<file path="config.mk">
export PLATFORM = sky130hd
export DESIGN_NAME = bsg_upstream_tx
export DESIGN_NICKNAME = d
export VERILOG_FILES = /design/src/rtl/bsg_link_pkg.sv /design/src/rtl/bsg_upstream_tx_fifo.sv /design/src/rtl/bsg_upstream_tx.sv
export SDC_FILE = /design/constraint.sdc
export NUM_CORES = 1
export LEC_CHECK = 0
export ABC_AREA = 1
export CAP_MARGIN = 20
export CORE_MARGIN = 2
export CORE_UTILIZATION = 60
export CTS_BUF_LIST = sky130_fd_sc_hd__clkbuf_4 sky130_fd_sc_hd__clkbuf_8 sky130_fd_sc_hd__clkbuf_16
export CTS_CLUSTER_DIAMETER = 30
export DETAILED_ROUTE_END_ITERATION = 8
export PLACE_DENSITY = 0.84
export SETUP_SLACK_MARGIN = 0.4
export SYNTH_ARGS = -nofsm -noshare
export SYNTH_HDL_FRONTEND = slang
export SYNTH_SLANG_ARGS = --single-unit
</file>
<file path="constraint.sdc">
create_clock -name clk -period 4.82 [get_ports clk]
set_clock_uncertainty 0.2 [all_clocks]
set_input_delay 0.964 -clock clk [delete_from_list [all_inputs] [get_ports clk]]
set_output_delay 0.964 -clock clk [all_outputs]
set_load 0.03 [all_outputs]
</file>
<file path="src/rtl/bsg_link_pkg.sv">
// rtl/bsg_link_pkg.sv - shared types and constants for the off-chip byte link
// Used by both the upstream transmitter and the downstream receiver.
package bsg_link_pkg;

    localparam int LINK_CREDIT_W = 7;

    typedef logic [7:0]  link_byte_t;
    typedef logic [15:0] link_half_t;
    typedef logic [31:0] core_word_t;

    // Transmit serialiser: two bytes of the low half, then two of the high half.
    typedef enum logic [2:0] {
        TX_IDLE  = 3'd0,
        TX_LO_B0 = 3'd1,
        TX_LO_B1 = 3'd2,
        TX_HI_B0 = 3'd3,
        TX_HI_B1 = 3'd4
    } tx_state_e;

endpackage

</file>
<file path="src/rtl/bsg_upstream_tx_fifo.sv">
// rtl/bsg_upstream_tx_fifo.sv - core-side word FIFO of the upstream transmitter
// Ports:
//   clk, rst        clock, synchronous active-low reset
//   push, push_data write request and word (ignored while full)
//   pop, pop_data   read request and combinational head word (ignored while empty)
//   full, empty     status, decoded from registered pointers
module bsg_upstream_tx_fifo
    import bsg_link_pkg::*;
#(
    parameter int DEPTH = 4
) (
    input  logic       clk,
    input  logic       rst,
    input  logic       push,
    input  core_word_t push_data,
    input  logic       pop,
    output core_word_t pop_data,
    output logic       full,
    output logic       empty
);

    localparam int AW = $clog2(DEPTH);
    localparam int PW = AW + 1;

    core_word_t    mem [DEPTH];
    logic [PW-1:0] wptr;
    logic [PW-1:0] rptr;
    logic          do_push;
    logic          do_pop;

    // Extra pointer MSB tells a wrapped (full) FIFO apart from an empty one.
    assign full     = (wptr[AW] != rptr[AW]) && (wptr[AW-1:0] == rptr[AW-1:0]);
    assign empty    = (wptr == rptr);
    assign do_push  = push && !full;
    assign do_pop   = pop && !empty;
    assign pop_data = mem[rptr[AW-1:0]];

    always_ff @(posedge clk) begin
        if (!rst) begin
            wptr <= '0;
            rptr <= '0;
        end else begin
            if (do_push) begin
                wptr <= wptr + PW'(1);
            end
            if (do_pop) begin
                rptr <= rptr + PW'(1);
            end
        end
    end

    always_ff @(posedge clk) begin
        if (do_push) begin
            mem[wptr[AW-1:0]] <= push_data;
        end
    end

endmodule

</file>
<file path="src/rtl/bsg_upstream_tx.sv">
// rtl/bsg_upstream_tx.sv - credit-based 32-bit to 8-bit upstream link transmitter
// Ports:
//   clk, rst                       clock, synchronous active-low reset
//   core_data_in/valid/ready_out   core word stream, [15:0] sent first, low byte first
//   io_data_out, io_valid_out      registered link byte stream
//   io_token_in                    one-cycle pulse returning one 16-bit credit
//   credit_cnt                     current credit count
//   credit_err                     sticky credit-overflow flag (only with
//                                  BSG_UPSTREAM_TX_CREDIT_CHECK_EN defined)
module bsg_upstream_tx
    import bsg_link_pkg::*;
#(
    parameter int CREDITS    = 64,
    parameter int FIFO_DEPTH = 4
) (
    input  logic                     clk,
    input  logic                     rst,
    input  core_word_t               core_data_in,
    input  logic                     core_valid_in,
    output logic                     core_ready_out,
    output link_byte_t               io_data_out,
    output logic                     io_valid_out,
    input  logic                     io_token_in,
    output logic [LINK_CREDIT_W-1:0] credit_cnt
`ifdef BSG_UPSTREAM_TX_CREDIT_CHECK_EN
    ,
    output logic                     credit_err
`endif
);

    localparam logic [LINK_CREDIT_W-1:0] CREDIT_MAX = LINK_CREDIT_W'(CREDITS);

    tx_state_e  state;
    tx_state_e  state_n;
    logic       lo_wait;
    logic       lo_wait_n;
    core_word_t word_q;
    core_word_t fifo_head;
    logic       fifo_full;
    logic       fifo_empty;
    logic       pop;
    logic       consume;
    logic       credit_ok;
    logic       emit_valid;
    link_byte_t emit_byte;

    bsg_upstream_tx_fifo #(
        .DEPTH(FIFO_DEPTH)
    ) u_fifo (
        .clk      (clk),
        .rst      (rst),
        .push     (core_valid_in),
        .push_data(core_data_in),
        .pop      (pop),
        .pop_data (fifo_head),
        .full     (fifo_full),
        .empty    (fifo_empty)
    );

    assign core_ready_out = !fifo_full;

    // Decisions use the registered count, so a token arriving while the
    // count is zero only enables a half on the following cycle.
    assign credit_ok = (credit_cnt != '0);

    always_comb begin
        state_n    = state;
        lo_wait_n  = lo_wait;
        pop        = 1'b0;
        consume    = 1'b0;
        emit_valid = 1'b0;
        emit_byte  = '0;
        case (state)
            TX_IDLE: begin
                if (!fifo_empty && credit_ok) begin
                    state_n = TX_LO_B0;
                    pop     = 1'b1;
                    consume = 1'b1;
                end
            end
            TX_LO_B0: begin
                emit_valid = 1'b1;
                emit_byte  = word_q[7:0];
                state_n    = TX_LO_B1;
            end
            TX_LO_B1: begin
                // The high byte of the low half goes out on the first cycle
                // only; further cycles here are the inter-half credit stall.
                emit_valid = !lo_wait;
                emit_byte  = word_q[15:8];
                if (credit_ok) begin
                    state_n   = TX_HI_B0;
                    consume   = 1'b1;
                    lo_wait_n = 1'b0;
                end else begin
                    lo_wait_n = 1'b1;
                end
            end
            TX_HI_B0: begin
                emit_valid = 1'b1;
                emit_byte  = word_q[23:16];
                state_n    = TX_HI_B1;
            end
            TX_HI_B1: begin
                emit_valid = 1'b1;
                emit_byte  = word_q[31:24];
                if (!fifo_empty && credit_ok) begin
                    state_n = TX_LO_B0;
                    pop     = 1'b1;
                    consume = 1'b1;
                end else begin
                    state_n = TX_IDLE;
                end
            end
            default: begin
                state_n = TX_IDLE;
            end
        endcase
    end

    always_ff @(posedge clk) begin
        if (!rst) begin
            state   <= TX_IDLE;
            lo_wait <= 1'b0;
            word_q  <= '0;
        end else begin
            state   <= state_n;
            lo_wait <= lo_wait_n;
            if (pop) begin
                word_q <= fifo_head;
            end
        end
    end

    // Link outputs trail the state register by one cycle.
    always_ff @(posedge clk) begin
        if (!rst) begin
            io_valid_out <= 1'b0;
            io_data_out  <= '0;
        end else begin
            io_valid_out <= emit_valid;
            io_data_out  <= emit_byte;
        end
    end

    // Overflow tokens saturate at CREDITS; token plus consume cancels out.
    always_ff @(posedge clk) begin
        if (!rst) begin
            credit_cnt <= CREDIT_MAX;
        end else if (io_token_in && !consume) begin
            if (credit_cnt != CREDIT_MAX) begin
                credit_cnt <= credit_cnt + LINK_CREDIT_W'(1);
            end
        end else if (consume && !io_token_in) begin
            credit_cnt <= credit_cnt - LINK_CREDIT_W'(1);
        end
    end

`ifdef BSG_UPSTREAM_TX_CREDIT_CHECK_EN
    always_ff @(posedge clk) begin
        if (!rst) begin
            credit_err <= 1'b0;
        end else if (io_token_in && (credit_cnt == CREDIT_MAX)) begin
            credit_err <= 1'b1;
        end
    end
`endif

endmodule

</file>
======== Word level (Yosys, flattened, before mapping) ========
Memory sizes are Yosys's and may differ from the RTL's. A register that Yosys moved wholly into a read port is not among the register bits.
Cells that the tools add are included.
word-level totals
  register bits after elaboration ......... 26
  memory bits (writable) .................. 128
  logic and storage cells ................. 58
  memories kept ........................... 1
  bits of input ports ..................... 36
  output and inout bits ................... 17
memories
  name        depth  bits a word  read ports  clocked after Yosys merged registers in  wr ports  line                        source
  u_fifo.mem  4      32           1           1                                        1         bsg_upstream_tx_fifo.sv:25  core_word_t mem [DEPTH];
operators by class
  reduce and logical (&&, ||, !) cells .... 19
  equality and inequality tests ........... 11
  add/sub/neg operators ................... 4
  muxes and demuxes ....................... 16
operator list
  operator                                                            count
  8-bit case mux with 4 select lines                                  1
  7-bit 2-to-1 mux                                                    3
  3-bit case mux with 5 select lines                                  1
  7-bit by 1-bit adder with 7-bit output, second input constant       1
  1-bit 2-to-1 mux                                                    7
  7-bit != test, second input constant                                1
  7-bit nonzero test                                                  1
  7-bit by 1-bit subtractor with 7-bit output, second input constant  1
  3-bit by 1-bit adder with 3-bit output, second input constant       2
  3-bit by 2-bit == test with 1-bit output, second input constant     2
  1-bit logical AND                                                   6
  1-bit logical NOT                                                   6
  3-bit 2-to-1 mux                                                    2
  2-bit != test, second input constant                                2
  1-bit case mux with 2 select lines                                  2
  2-bit AND reduction                                                 2
  3-bit by 1-bit == test with 1-bit output, second input constant     1
  3-bit == test                                                       1
  3-bit == test, second input constant                                1
  3-bit logical NOT                                                   1
  3-bit OR reduction                                                  1
  2-bit == test                                                       1
  2-bit by 1-bit != test with 1-bit output, second input constant     1
  2-bit nonzero test                                                  1
  other kinds (2)                                                     2

======== Longest topological paths before layout ========
Gate-level depths: netlist (run 1).
  depth in word-level cells ............... 9
  mapped depth ............................ 18
  gate-level depth less buffers ........... 17

======== Hierarchy ========
Synthesis (run 1) repeated with hierarchy kept, for this count alone.
second synthesis, totals
  cells, all modules ...................... 692
  area total of the unflattened synthesis .. 7559.8 sq um
modules (own cells, without submodules)
  module                instances  sequential area each (sq um)  cells an instance  area an instance (sq um)
  bsg_upstream_tx_fifo  1          4003.8                        384                5231.3
  bsg_upstream_tx       1          1041.0                        308                2328.5

======== Least setup slack after synthesis (run 1) ========
OpenSTA, ideal clock, no wires.
  path kind ............................... register to register
  from .................................... register u_fifo.rptr[1]
  to ...................................... memory u_fifo.mem[3][0] (netlist bit) (enable)
  period minus slack after synthesis ...... 3.138 ns
  required time ........................... 4.197 ns
  data arrival time ....................... 2.516 ns
  setup slack ............................. 1.682 ns
  buffers on the path ..................... 0
  cell stages (with the launch flop) ...... 7
  library setup time ...................... 0.423 ns
  cell sequence ........................... dfxtp_1 -> inv_2 -> nand2_1 -> nand2_1 -> nand4_1 -> nand2_2 -> nor2_1
on the way
  cells in the longest elaborated chain, start to end .. 6
RTL lines
  item                                    line                        source
  start: declaration                      bsg_upstream_tx_fifo.sv:27  logic [PW-1:0] rptr;
  start signal: assignment                bsg_upstream_tx_fifo.sv:47  rptr <= rptr + PW'(1);
  2-bit == test                           bsg_upstream_tx_fifo.sv:32  assign full = (wptr[AW] != rptr[AW]) && (wptr[AW-1:0] == rptr[AW-1:0]);
  1-bit logical AND                       bsg_upstream_tx_fifo.sv:32
  1-bit logical NOT                       --
  named net core_ready_out                bsg_upstream_tx.sv:20       output logic core_ready_out,
  1-bit logical AND                       bsg_upstream_tx_fifo.sv:34  assign do_push = push && !full;
  1-bit 2-to-1 mux                        bsg_upstream_tx_fifo.sv:53  if (do_push) begin
  1-bit 2-to-1 mux (not written as such)  bsg_upstream_tx_fifo.sv:54  mem[wptr[AW-1:0]] <= push_data;
  end: declaration                        bsg_upstream_tx_fifo.sv:25
The timed path passes the listed nets, and every way through them passes these cells.

======== Worst setup path after layout (run 1) ========
  from .................................... register u_fifo.rptr[1]
  to ...................................... register credit_cnt[5]
on the way
  cells in the longest elaborated chain, start to end .. 9
  elaborated cells between the ends (all ways) .. 12
  classes of those cells .................. 2 x eq/ne; 3 x mux; 7 x reduce/logical
RTL lines
  item                                                                                      line                                           source
  3-bit == test (*)                                                                         bsg_upstream_tx_fifo.sv:33                     assign empty = (wptr == rptr);
  1-bit logical NOT (*)                                                                     bsg_upstream_tx.sv:75, bsg_upstream_tx.sv:107
  1-bit logical AND (*)                                                                     bsg_upstream_tx.sv:75, bsg_upstream_tx.sv:107
  1-bit 2-to-1 mux (*)                                                                      bsg_upstream_tx.sv:75, bsg_upstream_tx.sv:107
  1-bit case mux with 2 select lines (*)                                                    bsg_upstream_tx.sv:73                          case (state)
  1-bit logical NOT                                                                         bsg_upstream_tx.sv:150                         end else if (io_token_in && !consume) begin
  1-bit logical AND                                                                         bsg_upstream_tx.sv:150
  2-bit by 1-bit != test with 1-bit output (no line) or 2-bit nonzero test (tied branches)  --
  2-bit AND reduction (no line)                                                             --
  end signal: assignment                                                                    bsg_upstream_tx.sv:152                         credit_cnt <= credit_cnt + LINK_CREDIT_W'(1);
  end signal: assignment                                                                    bsg_upstream_tx.sv:155                         credit_cnt <= credit_cnt - LINK_CREDIT_W'(1);
  end: declaration                                                                          bsg_upstream_tx.sv:24                          output logic [LINK_CREDIT_W-1:0] credit_cnt
Every way passes the cells marked *; elsewhere a longest branch is shown, timed or not.
A chain may end at the register's enable or synchronous reset.

==> results.py, run 1 <==
metrics = {
    "critical_path": {
        "required_ps": 5000,
        "regToRegStartpoint": "u_fifo.rptr[1]$_SDFFE_PN0P_",
        "cp-end-kind": "flip-flop",
        "arrival_ps": 3640,
        "critPathLaunchType": "flip-flop",
        "r2r_slack_ps": 1360,
        "reg2regPathDepth": 15,
        "timing.rr.end": "credit_cnt[5]$_SDFFE_PN0P_",
        "setup.worst_path.class": "reg -> reg",
        "crit_fanout": 58,
    },
    "timing": {
        "drv_slew": 0,
        "tightest_slew_ps": 849,
        "setup_viol": 0,
        "finalCritPeriodShare": 0.718,
        "grt_setup_unrepaired": "false",
        "hold_violations": 0,
        "setup_tns_ps": 0,
        "relSlewSlack": 0.431,
        "max_freq_mhz": 289,
        "layout_min_cycle_time_ps": 3460,
    },
    "clocking": {
        "cts_resized": 0,
        "cts-htree-levels": 4,
        "cts_root_buffer": "clkbuf_16",
        "cts.clk_slew.worst_paths_ps": 60,
        "clockBufferDepth": 2,
        "clock-sinks": 186,
        "hold_buffers": 0,
        "insertion_delay_ps": 430,
        "cts_buffers": 17,
        "cts_tree": "yes",
        "postCtsSetupBuffers": 0,
    },
    "logic_synthesis": {
        "ys.flop_type": "edfxtp_1",
        "syn_area_per_cell_um2": 11.6,
        "synth.distinct_cells": 35,
        "async_reset_ff_frac": 0,
        "synth_top_family_by_area": "compound AO/OA/AOI/OAI gates",
        "ys_ff_latch": 186,
        "synth-adder-area-share": 0.0216,
        "synth_area_um2": 7290,
        "synth_seq_area_share": 0.686,
        "synthesis.nets": 678,
        "synth-edff-count": 128,
        "synth_warnings": 0,
        "synth_cells": 630,
        "synth_compound_area_frac": 0.141,
        "synth_xor_area_frac": 0.00583,
        "synthSimpleGateAreaFrac": 0.0988,
        "synth.area.mux_share": 0,
    },
    "place": {
        "gp_congestion": 0.804,
        "io_buffers": 52,
        "hpwlAfterDp_mm": 8.85,
    },
    "routing": {
        "drt_iter0_drc": 476,
        "via_per_inst": 5.97,
        "routed-via-count": 4991,
        "wl_per_cell_um": 17.8,
        "wl_mm": 14.9,
        "drcViolationCount": 0,
        "ant_nets": 0,
        "drt_first_pass_iters": 7,
    },
    "floorplanning": {
        "die_h_um": 114,
        "start_util": 0.610,
        "coreArea_um2": 12000,
        "dieArea_um2": 13100,
        "io_pins": 53,
        "die_w_um": 114,
        "rows": 40,
    },
    "cells_and_area": {
        "syn_to_final_growth_pct": 15.9,
        "fin_nets": 724,
        "n_antenna_cell": 0,
        "layout-drive-gt1-share": 0.0856,
    },
    "global_route": {
        "use_met2": 0.408,
        "antenna_found_initial": 0,
        "grt_max_degree": 67,
        "grt_overflow": 0,
        "grt_pass1_wl_mm": 23.9,
        "gr-max-usage-layer": "met2",
        "gr-usage-met3": 0.0513,
        "grtUsageTotal": 0.242,
        "first_global_vias": 4954,
        "use_met1": 0.292,
    },
    "power": {
        "p_total_mw": 5.13,
        "p_leak_nw": 2.98,
        "power_density_nw_per_um2": 606,
        "peakVddDrop_uv": 288,
    },
    "min_path": {
        "hold_start": "lo_wait$_SDFFE_PN0N_",
        "hold_depth": 1,
        "hold_path_end": "io_valid_out$_SDFF_PN0_",
        "min_path_type": "reg -> reg",
    },
    "flow_run": {
        "maxCapViolations": 0,
    },
    "run_status": {
        "status": "complete, no violations",
    },
}
-- layer usage --
metal	part of all wire	wire, um
met5	0	0
met4	0.028	416
met3	0.054	808
met2	0.51	7570
met1	0.41	6090
-- kinds of logic (layout without fill, tap and decap cells) --
| logic type | after synthesis | in the layout |
|---|---|---|
| AO/OA/AOI/OAI | 187 | 187 |
| XOR/XNOR | 4 | 4 |
| adder cells (fa/ha/maj) | 12 | 12 |
| buffers and inverters | 70 | 129 |
| flip-flops | 186 | 186 |
| AND/OR/NAND/NOR | 171 | 171 |
-- placed cells by master, fill, tap and decap left out, types with 2 or more instances in the layout --
cell type,netlist,layout
edfxtp_1,128,128
nor2_1,95,91
o21ai_0,78,78
dfxtp_1,58,57
nand2_1,56,56
clkdlybuf4s50_1,0,52
a21oi_1,42,42
o22ai_1,40,40
inv_1,32,32
clkbuf_16,0,17
o21ai_1,15,15
ha_1,11,11
a221oi_1,8,8
buf_4,3,8
nand4_1,6,6
clkinvlp_4,0,5
nor2_2,0,4
nand3_1,4,4
inv_2,3,3
clkinv_2,0,3
nand3_2,2,2
nand2_2,2,2
clkinv_1,1,2
a31oi_1,2,2
xnor2_1,2,2
clkbuf_8,0,2
bufinv_16,0,2
-- cell usage after synthesis, drive strengths merged (7+ instances only) --
cell      n  area (um2)
buf      15         133
nand3     7        57.6
edfxtp  128        3840
nand4     7        50.1
inv      36         138
dfxtp    58        1160
o22ai    40         250
o21ai    93         465
a21oi    43         219
nor2     95         357
nand2    59         234
ha       11         138
a221oi    8        70.1
clkbuf   18        67.6
-- state kept, by name, indices dropped and copies added (netlist names) --
signal / count
u_fifo.rptr: 3
word_q: 32
u_fifo.mem: 128
io_data_out: 8
u_fifo.wptr: 3
lo_wait: 1
state: 3
io_valid_out: 1
credit_cnt: 7
-- worst max path at each step --
stage	slack [ps]	start	to	cells after the start
6_report	1360	u_fifo.rptr[1]$_SDFFE_PN0P_	credit_cnt[5]$_SDFFE_PN0P_	15
5_1_grt	1110	u_fifo.rptr[1]$_SDFFE_PN0P_	credit_cnt[5]$_SDFFE_PN0P_	15
4_1_cts	1410	u_fifo.rptr[1]$_SDFFE_PN0P_	credit_cnt[5]$_SDFFE_PN0P_	15
3_5_place_dp	1440	u_fifo.rptr[1]$_SDFFE_PN0P_	credit_cnt[5]$_SDFFE_PN0P_	15
3_3_place_gp	1620	u_fifo.rptr[1]$_SDFFE_PN0P_	credit_cnt[5]$_SDFFE_PN0P_	15
2_1_floorplan	1680	u_fifo.rptr[1]$_SDFFE_PN0P_	u_fifo.mem[3][0]$_DFFE_PP_	6
-- worst max-delay path, cell delays in order (launching register included) --
cell and delay (ps):
dfxtp_1 320, inv_2 450, nand2_1 130, nand2_1 110, nand3_2 100, nand3_4 410
nand3_2 330, ha_1 450, a21oi_1 170, nand2_1 90, nand2_1 110, nand2_1 60
a21oi_1 150, xnor2_1 150, nor2_1 60, nor2_1 90
-- report_power, final --
group | switching [mW] | internal, mW
sequential | 0.126 | 1.97
clock | 0.566 | 0.791
combinational | 1.13 | 0.543
total | 1.82 | 3.30
-- metrics by stage --
stage	setup slack [ps]	cells	instance area (um2)	util	hold WS (ps)
floorplan	1680	630	7290	-	209
global placement	1620	804	7870	0.658	231
detailed placement	1440	804	7870	0.658	247
CTS	1410	836	8450	0.707	257
global route	1110	836	8450	0.707	269
finish	1360	836	8450	0.707	256
-- cell type report --
cell class / count / area [um2]
inverter: 37 / 141
tap: 147 / 184
timing repair buffer: 60 / 581
clock inverter: 12 / 125
multi-input combinational: 374 / 1960
sequential: 186 / 5010
fill: 800 / 3510
clock buffer: 20 / 460
Power figures use the tool's default switching activity.
==> run 2: changes to the inputs <==
--- a/config.mk
+++ b/config.mk
@@ -8,11 +8,11 @@
 export ABC_AREA = 1
 export CAP_MARGIN = 20
 export CORE_MARGIN = 2
-export CORE_UTILIZATION = 60
+export CORE_UTILIZATION = 52
 export CTS_BUF_LIST = sky130_fd_sc_hd__clkbuf_4 sky130_fd_sc_hd__clkbuf_8 sky130_fd_sc_hd__clkbuf_16
 export CTS_CLUSTER_DIAMETER = 30
 export DETAILED_ROUTE_END_ITERATION = 8
-export PLACE_DENSITY = 0.84
+export PLACE_DENSITY = 0.78
 export SETUP_SLACK_MARGIN = 0.4
 export SYNTH_ARGS = -nofsm -noshare
 export SYNTH_HDL_FRONTEND = slang
==> constraint.sdc (replaced) <==
create_clock -name clk -period 3 [get_ports clk]
set_clock_uncertainty 0.2 [all_clocks]
set_input_delay 0.6 -clock clk [delete_from_list [all_inputs] [get_ports clk]]
set_output_delay 0.6 -clock clk [all_outputs]
set_load 0.03 [all_outputs]
==> results.py, run 2 (synthesis gave the netlist of run 1 again) <==
metrics = {
    "run_status": {
        "status": "complete, no violations",
    },
    "global_route": {
        "first_global_vias": 4855,
        "grt_overflow": 0,
        "grtUsageTotal": 0.216,
        "antenna_found_initial": 0,
        "grt_max_degree": 67,
        "grt_pass1_wl_mm": 24.4,
    },
    "power": {
        "peakVddDrop_uv": 630,
        "power_density_nw_per_um2": 955,
        "p_leak_nw": 3.01,
    },
    "clocking": {
        "cts_buffers": 17,
        "cts_root_buffer": "clkbuf_16",
        "postCtsSetupBuffers": 0,
        "cts.clk_slew.worst_paths_ps": 70,
        "cts_tree": "yes",
        "cts-htree-levels": 4,
        "clock-sinks": 186,
        "hold_buffers": 0,
        "insertion_delay_ps": 430,
        "clockBufferDepth": 2,
    },
    "place": {
        "dpl_cell_area_um2": 7980,
        "gp_congestion": 0.779,
        "dpl_worst_slack_ps": 79.4,
        "io_buffers": 52,
        "hpwlAfterDp_mm": 9.22,
    },
    "timing": {
        "relSlewSlack": 0.533,
        "drv_slew": 0,
        "hold_violations": 0,
        "finalCritPeriodShare": 0.819,
        "max_freq_mhz": 407,
        "grt_setup_unrepaired": "false",
        "setup_viol": 0,
        "tightest_slew_ps": 698,
        "layout_min_cycle_time_ps": 2460,
        "finalWorstSetupSlack_ps": 544,
    },
    "floorplanning": {
        "dieArea_um2": 15000,
        "start_util": 0.529,
        "die_w_um": 122,
        "coreArea_um2": 13800,
        "rows": 43,
        "die_h_um": 122,
        "io_pins": 53,
    },
    "cells_and_area": {
        "largest_reg_flops": 128,
        "final_common_cell": "edfxtp_1",
        "layout.cells.most_common_list": "edfxtp_1, nor2_1, o21ai_0",
        "fin_nets": 732,
        "n_antenna_cell": 0,
        "syn_to_final_growth_pct": 17.7,
        "final_area_um2": 8580,
        "layout-drive-gt1-share": 0.109,
    },
    "routing": {
        "routed-via-count": 4993,
        "ant_nets": 0,
        "wl_mm": 15.5,
        "wl_per_cell_um": 17.6,
        "drt_first_pass_iters": 7,
        "drt_iter0_drc": 348,
        "drcViolationCount": 0,
        "via_per_inst": 5.69,
    },
    "critical_path": {
        "setup.worst_path.class": "reg -> out",
        "cp-end-kind": "output pin",
        "cp.depth": 1,
        "critical_path.cell_chain": "clkdlybuf4s50_1",
        "startpoint": "credit_cnt[3]$_SDFFE_PN0P_",
        "crit_buf_inv": 1,
        "required_ps": 2200,
        "regToRegStartpoint": "credit_cnt[2]$_SDFFE_PN0P_",
        "critPathSlowestCell": "clkdlybuf4s50_1",
        "reg2regPathDepth": 13,
        "cpLargestDelayFamily": "buffers and inverters",
        "critPathLaunchType": "flip-flop",
        "arrival_ps": 1660,
        "critical-path-max-stage-delay_ps": 730,
        "crit_fanout": 5,
    },
    "min_path": {
        "min_path_type": "reg -> reg",
        "hold_start": "word_q[27]$_SDFFE_PN0P_",
        "hold_depth": 2,
    },
    "flow_run": {
        "maxCapViolations": 0,
    },
}
run 2: cell count changes in the layout (fill, tap and decap cells not counted), moves of 2 or more:
cell,delta
buf_4,+8
nor2_4,+2
nor2_1,-3
clkinv_2,+5
ha_4,+3
dfxtp_1,-2
ha_1,-3
bufinv_16,-2
dfxtp_2,+2
run 2: final cells by class:
type                    instances  area [um2]
clock buffers                  18         439
clock inverters                14        82.6
fillers                      1093        5190
inverters                      37         141
multi-input cells             374        2030
flip-flops and latches        186        5010
well taps                     180         225
repair buffers                 68         651
run 2: per-layer routing:
| metal | up-vias | track usage | share of wire |
|---|---|---|---|
| li1 | 2359 | - | - |
| met1 | 2446 | 0.275 | 0.41 |
| met2 | 163 | 0.361 | 0.51 |
| met3 | 25 | 0.0455 | 0.056 |
| met4 | 0 | 0.0920 | 0.021 |
| met5 | - | 0 | 0 |
run 2: path summary, 6_finish.rpt:
| path | end | slack [ps] |
|---|---|---|
| worst max-delay path | credit_cnt[3] | 540 |
| worst min-delay path | word_q[27]$_SDFFE_PN0P_ | 260 |
| worst max register to register | credit_cnt[5]$_SDFFE_PN0P_ | 560 |
| worst min register to register | word_q[27]$_SDFFE_PN0P_ | 260 |
run 2: timing repair:
item,in CTS,in global routing
resized for setup,1,12
setup endpoints to repair,1,4
pin swaps,0,3
run 2: stage by stage:
| stage | std cells | util | power, mW | TNS (ps) | hold WS, ps |
|---|---|---|---|---|---|
| after CTS | 877 | 0.618 | 8.12 | 0 | 260 |
| after floorplan | 630 | - | 5.50 | -11420 | 209 |
| after detailed placement | 845 | 0.579 | 6.13 | 0 | 248 |
| final | 877 | 0.623 | 8.20 | 0 | 264 |
| after global placement | 845 | 0.579 | 5.98 | 0 | 234 |
| after global routing | 877 | 0.623 | 8.68 | 0 | 284 |
run 2: power breakdown:
group | total [mW] | internal (mW) | switching, mW
clock | 1.98 | 1.06 | 0.915
sequential | 3.38 | 3.16 | 0.218
combinational | 2.83 | 0.976 | 1.86
total | 8.20 | 5.20 | 2.99
==> run 3: changes to the inputs <==
--- a/config.mk
+++ b/config.mk
@@ -8,11 +8,11 @@
 export ABC_AREA = 1
 export CAP_MARGIN = 20
 export CORE_MARGIN = 2
-export CORE_UTILIZATION = 52
+export CORE_UTILIZATION = 58
 export CTS_BUF_LIST = sky130_fd_sc_hd__clkbuf_4 sky130_fd_sc_hd__clkbuf_8 sky130_fd_sc_hd__clkbuf_16
 export CTS_CLUSTER_DIAMETER = 30
 export DETAILED_ROUTE_END_ITERATION = 8
-export PLACE_DENSITY = 0.78
+export PLACE_DENSITY = 0.82
 export SETUP_SLACK_MARGIN = 0.4
 export SYNTH_ARGS = -nofsm -noshare
 export SYNTH_HDL_FRONTEND = slang
==> constraint.sdc (replaced) <==
create_clock -name clk -period 2.4 [get_ports clk]
set_clock_uncertainty 0.2 [all_clocks]
set_input_delay 0.48 -clock clk [delete_from_list [all_inputs] [get_ports clk]]
set_output_delay 0.48 -clock clk [all_outputs]
set_load 0.03 [all_outputs]
==> results.py, run 3 (synthesis gave the netlist of run 1 again) <==
metrics = {
    "run_status": {
        "status": "complete, no violations",
    },
    "timing": {
        "drv_slew": 0,
        "max_freq_mhz": 429,
        "finalCritPeriodShare": 0.971,
        "tightest_slew_ps": 754,
        "relSlewSlack": 0.495,
        "hold_violations": 0,
        "layout_min_cycle_time_ps": 2330,
        "setup_viol": 0,
        "grt_setup_unrepaired": "true",
    },
    "place": {
        "gp_congestion": 0.821,
        "dp_cells": 844,
        "io_buffers": 52,
        "hpwlAfterDp_mm": 9.71,
    },
    "cells_and_area": {
        "largest_reg_flops": 128,
        "fin_nets": 763,
        "layout.cells.most_common_list": "edfxtp_1, nor2_1, o21ai_0",
        "final_common_cell": "edfxtp_1",
        "n_antenna_cell": 0,
        "syn_to_final_growth_pct": 25.3,
        "fill_cells": 734,
        "layout-drive-gt1-share": 0.185,
        "fin_cells": 896,
    },
    "floorplanning": {
        "rows": 40,
        "die_h_um": 116,
        "die_w_um": 116,
        "io_pins": 53,
        "start_util": 0.600,
        "dieArea_um2": 13500,
        "coreArea_um2": 12200,
    },
    "routing": {
        "ant_nets": 0,
        "drcViolationCount": 0,
        "via_per_inst": 5.93,
        "wl_mm": 17.3,
        "wl_per_cell_um": 19.3,
        "drt_iter0_drc": 616,
        "drt_first_pass_iters": 5,
        "routed-via-count": 5312,
    },
    "power": {
        "power_density_nw_per_um2": 1280,
        "p_total_mw": 11.7,
        "peakVddDrop_uv": 632,
        "p_leak_nw": 3.32,
    },
    "clocking": {
        "clock-sinks": 186,
        "cts_tree": "yes",
        "cts-htree-levels": 4,
        "cts_buffers": 17,
        "cts_root_buffer": "clkbuf_16",
        "cts.clk_slew.worst_paths_ps": 60,
        "insertion_delay_ps": 430,
        "clockBufferDepth": 2,
    },
    "global_route": {
        "first_global_vias": 5137,
        "grt_pass1_wl_mm": 25.8,
        "grt_max_degree": 58,
        "grt_overflow": 0,
        "grtUsageTotal": 0.256,
        "antenna_found_initial": 0,
    },
    "flow_run": {
        "maxCapViolations": 0,
    },
    "critical_path": {
        "critical_path.cell_chain": "inv_2 -> nand2_2 -> nand2_2 -> nand3_2 -> nand3_4 -> nand3_4 -> ha_4 -> nand4_1 -> nor2_2 -> nor2_4 -> nand4_1 -> nand3_2 -> nand2_1 -> nand3_1",
        "critPathLaunchType": "flip-flop",
        "critPathSlowestCell": "dfxtp_2",
        "reg2regPathDepth": 14,
        "required_ps": 2520,
        "crit_fanout": 8,
        "cp-end-kind": "flip-flop",
        "critical-path-max-stage-delay_ps": 350,
        "setup.worst_path.class": "reg -> reg",
        "arrival_ps": 2450,
    },
    "min_path": {
        "hold_depth": 1,
        "min_path_type": "reg -> reg",
    },
}
[run 3: changes by cell type in the layout (fill, tap and decap cells not counted), sizes merged]
cell | before | now
buf | 17 | 45
clkdlybuf4s50 | 51 | 35
dlygate4sd2 | 0 | 14
clkbuf | 18 | 27
clkinv | 11 | 7
clkinvlp | 4 | 0
bufinv | 0 | 3
clkdlybuf4s15 | 0 | 1
inv | 36 | 35
nand2 | 59 | 60
[run 3: layer usage]
layer | wire length (um) | global-route usage | up-vias
li1 | - | - | 2431
met5 | 0 | 0 | -
met3 | 1190 | 0.0509 | 32
met2 | 8930 | 0.442 | 270
met1 | 6860 | 0.320 | 2579
met4 | 313 | 0.105 | 0
[run 3: worst paths after layout]
kind	from	endpoint	slack, ps
hold / removal	lo_wait$_SDFFE_PN0N_	io_valid_out$_SDFF_PN0_	250
setup / recovery	u_fifo.wptr[1]$_SDFFE_PN0P_	credit_cnt[6]$_SDFFE_PN1P_	70
hold reg to reg	lo_wait$_SDFFE_PN0N_	io_valid_out$_SDFF_PN0_	250
setup reg to reg	u_fifo.wptr[1]$_SDFFE_PN0P_	credit_cnt[6]$_SDFFE_PN1P_	70
[run 3: worst max-delay path, delay by kind of cell (launching register included)]
| kind | cells | cell delay (ps) |
|---|---|---|
| AND/OR/NAND/NOR | 12 | 1200 |
| adder cells (fa/ha/maj) | 1 | 350 |
| flip-flops | 1 | 350 |
| buffers and inverters | 1 | 110 |
[run 3: metrics by stage]
stage               setup TNS (ps)  utilization  setup WS, ps  area [um2]  hold slack [ps]
floorplan                        0            -          69.3        7420              209
global placement              -219        0.675         -74.6        8210              236
detailed placement            -455        0.675          -180        8210              222
CTS                              0        0.733           128        8910              243
global route                 -40.4        0.752         -33.4        9140              270
finish                           0        0.752          70.1        9140              246
[run 3: final cells by class]
| class | instances | area [um2] | area share |
|---|---|---|---|
| flip-flops and latches | 186 | 5030 | 0.551 |
| multi-input cells | 375 | 2140 | 0.234 |
| repair buffers | 98 | 996 | 0.109 |
| clock buffers | 24 | 490 | 0.0537 |
| well taps | 168 | 210 | 0.0230 |
| inverters | 37 | 154 | 0.0168 |
| clock inverters | 8 | 119 | 0.0130 |
[run 3: report_power, final]
part	internal (mW)	total, mW	switching, mW
Sequential	3.98	4.24	0.259
Clock	1.74	2.85	1.10
Combinational	1.85	4.62	2.77
[run 3: repair_timing]
item,in CTS,in global routing
buffers inserted,6,11
resized for setup,34,37
pin swaps,13,19
hold buffers,0,0
hold endpoints to repair,0,0
endpoints found under the setup margin,41,30
cloned,0,3
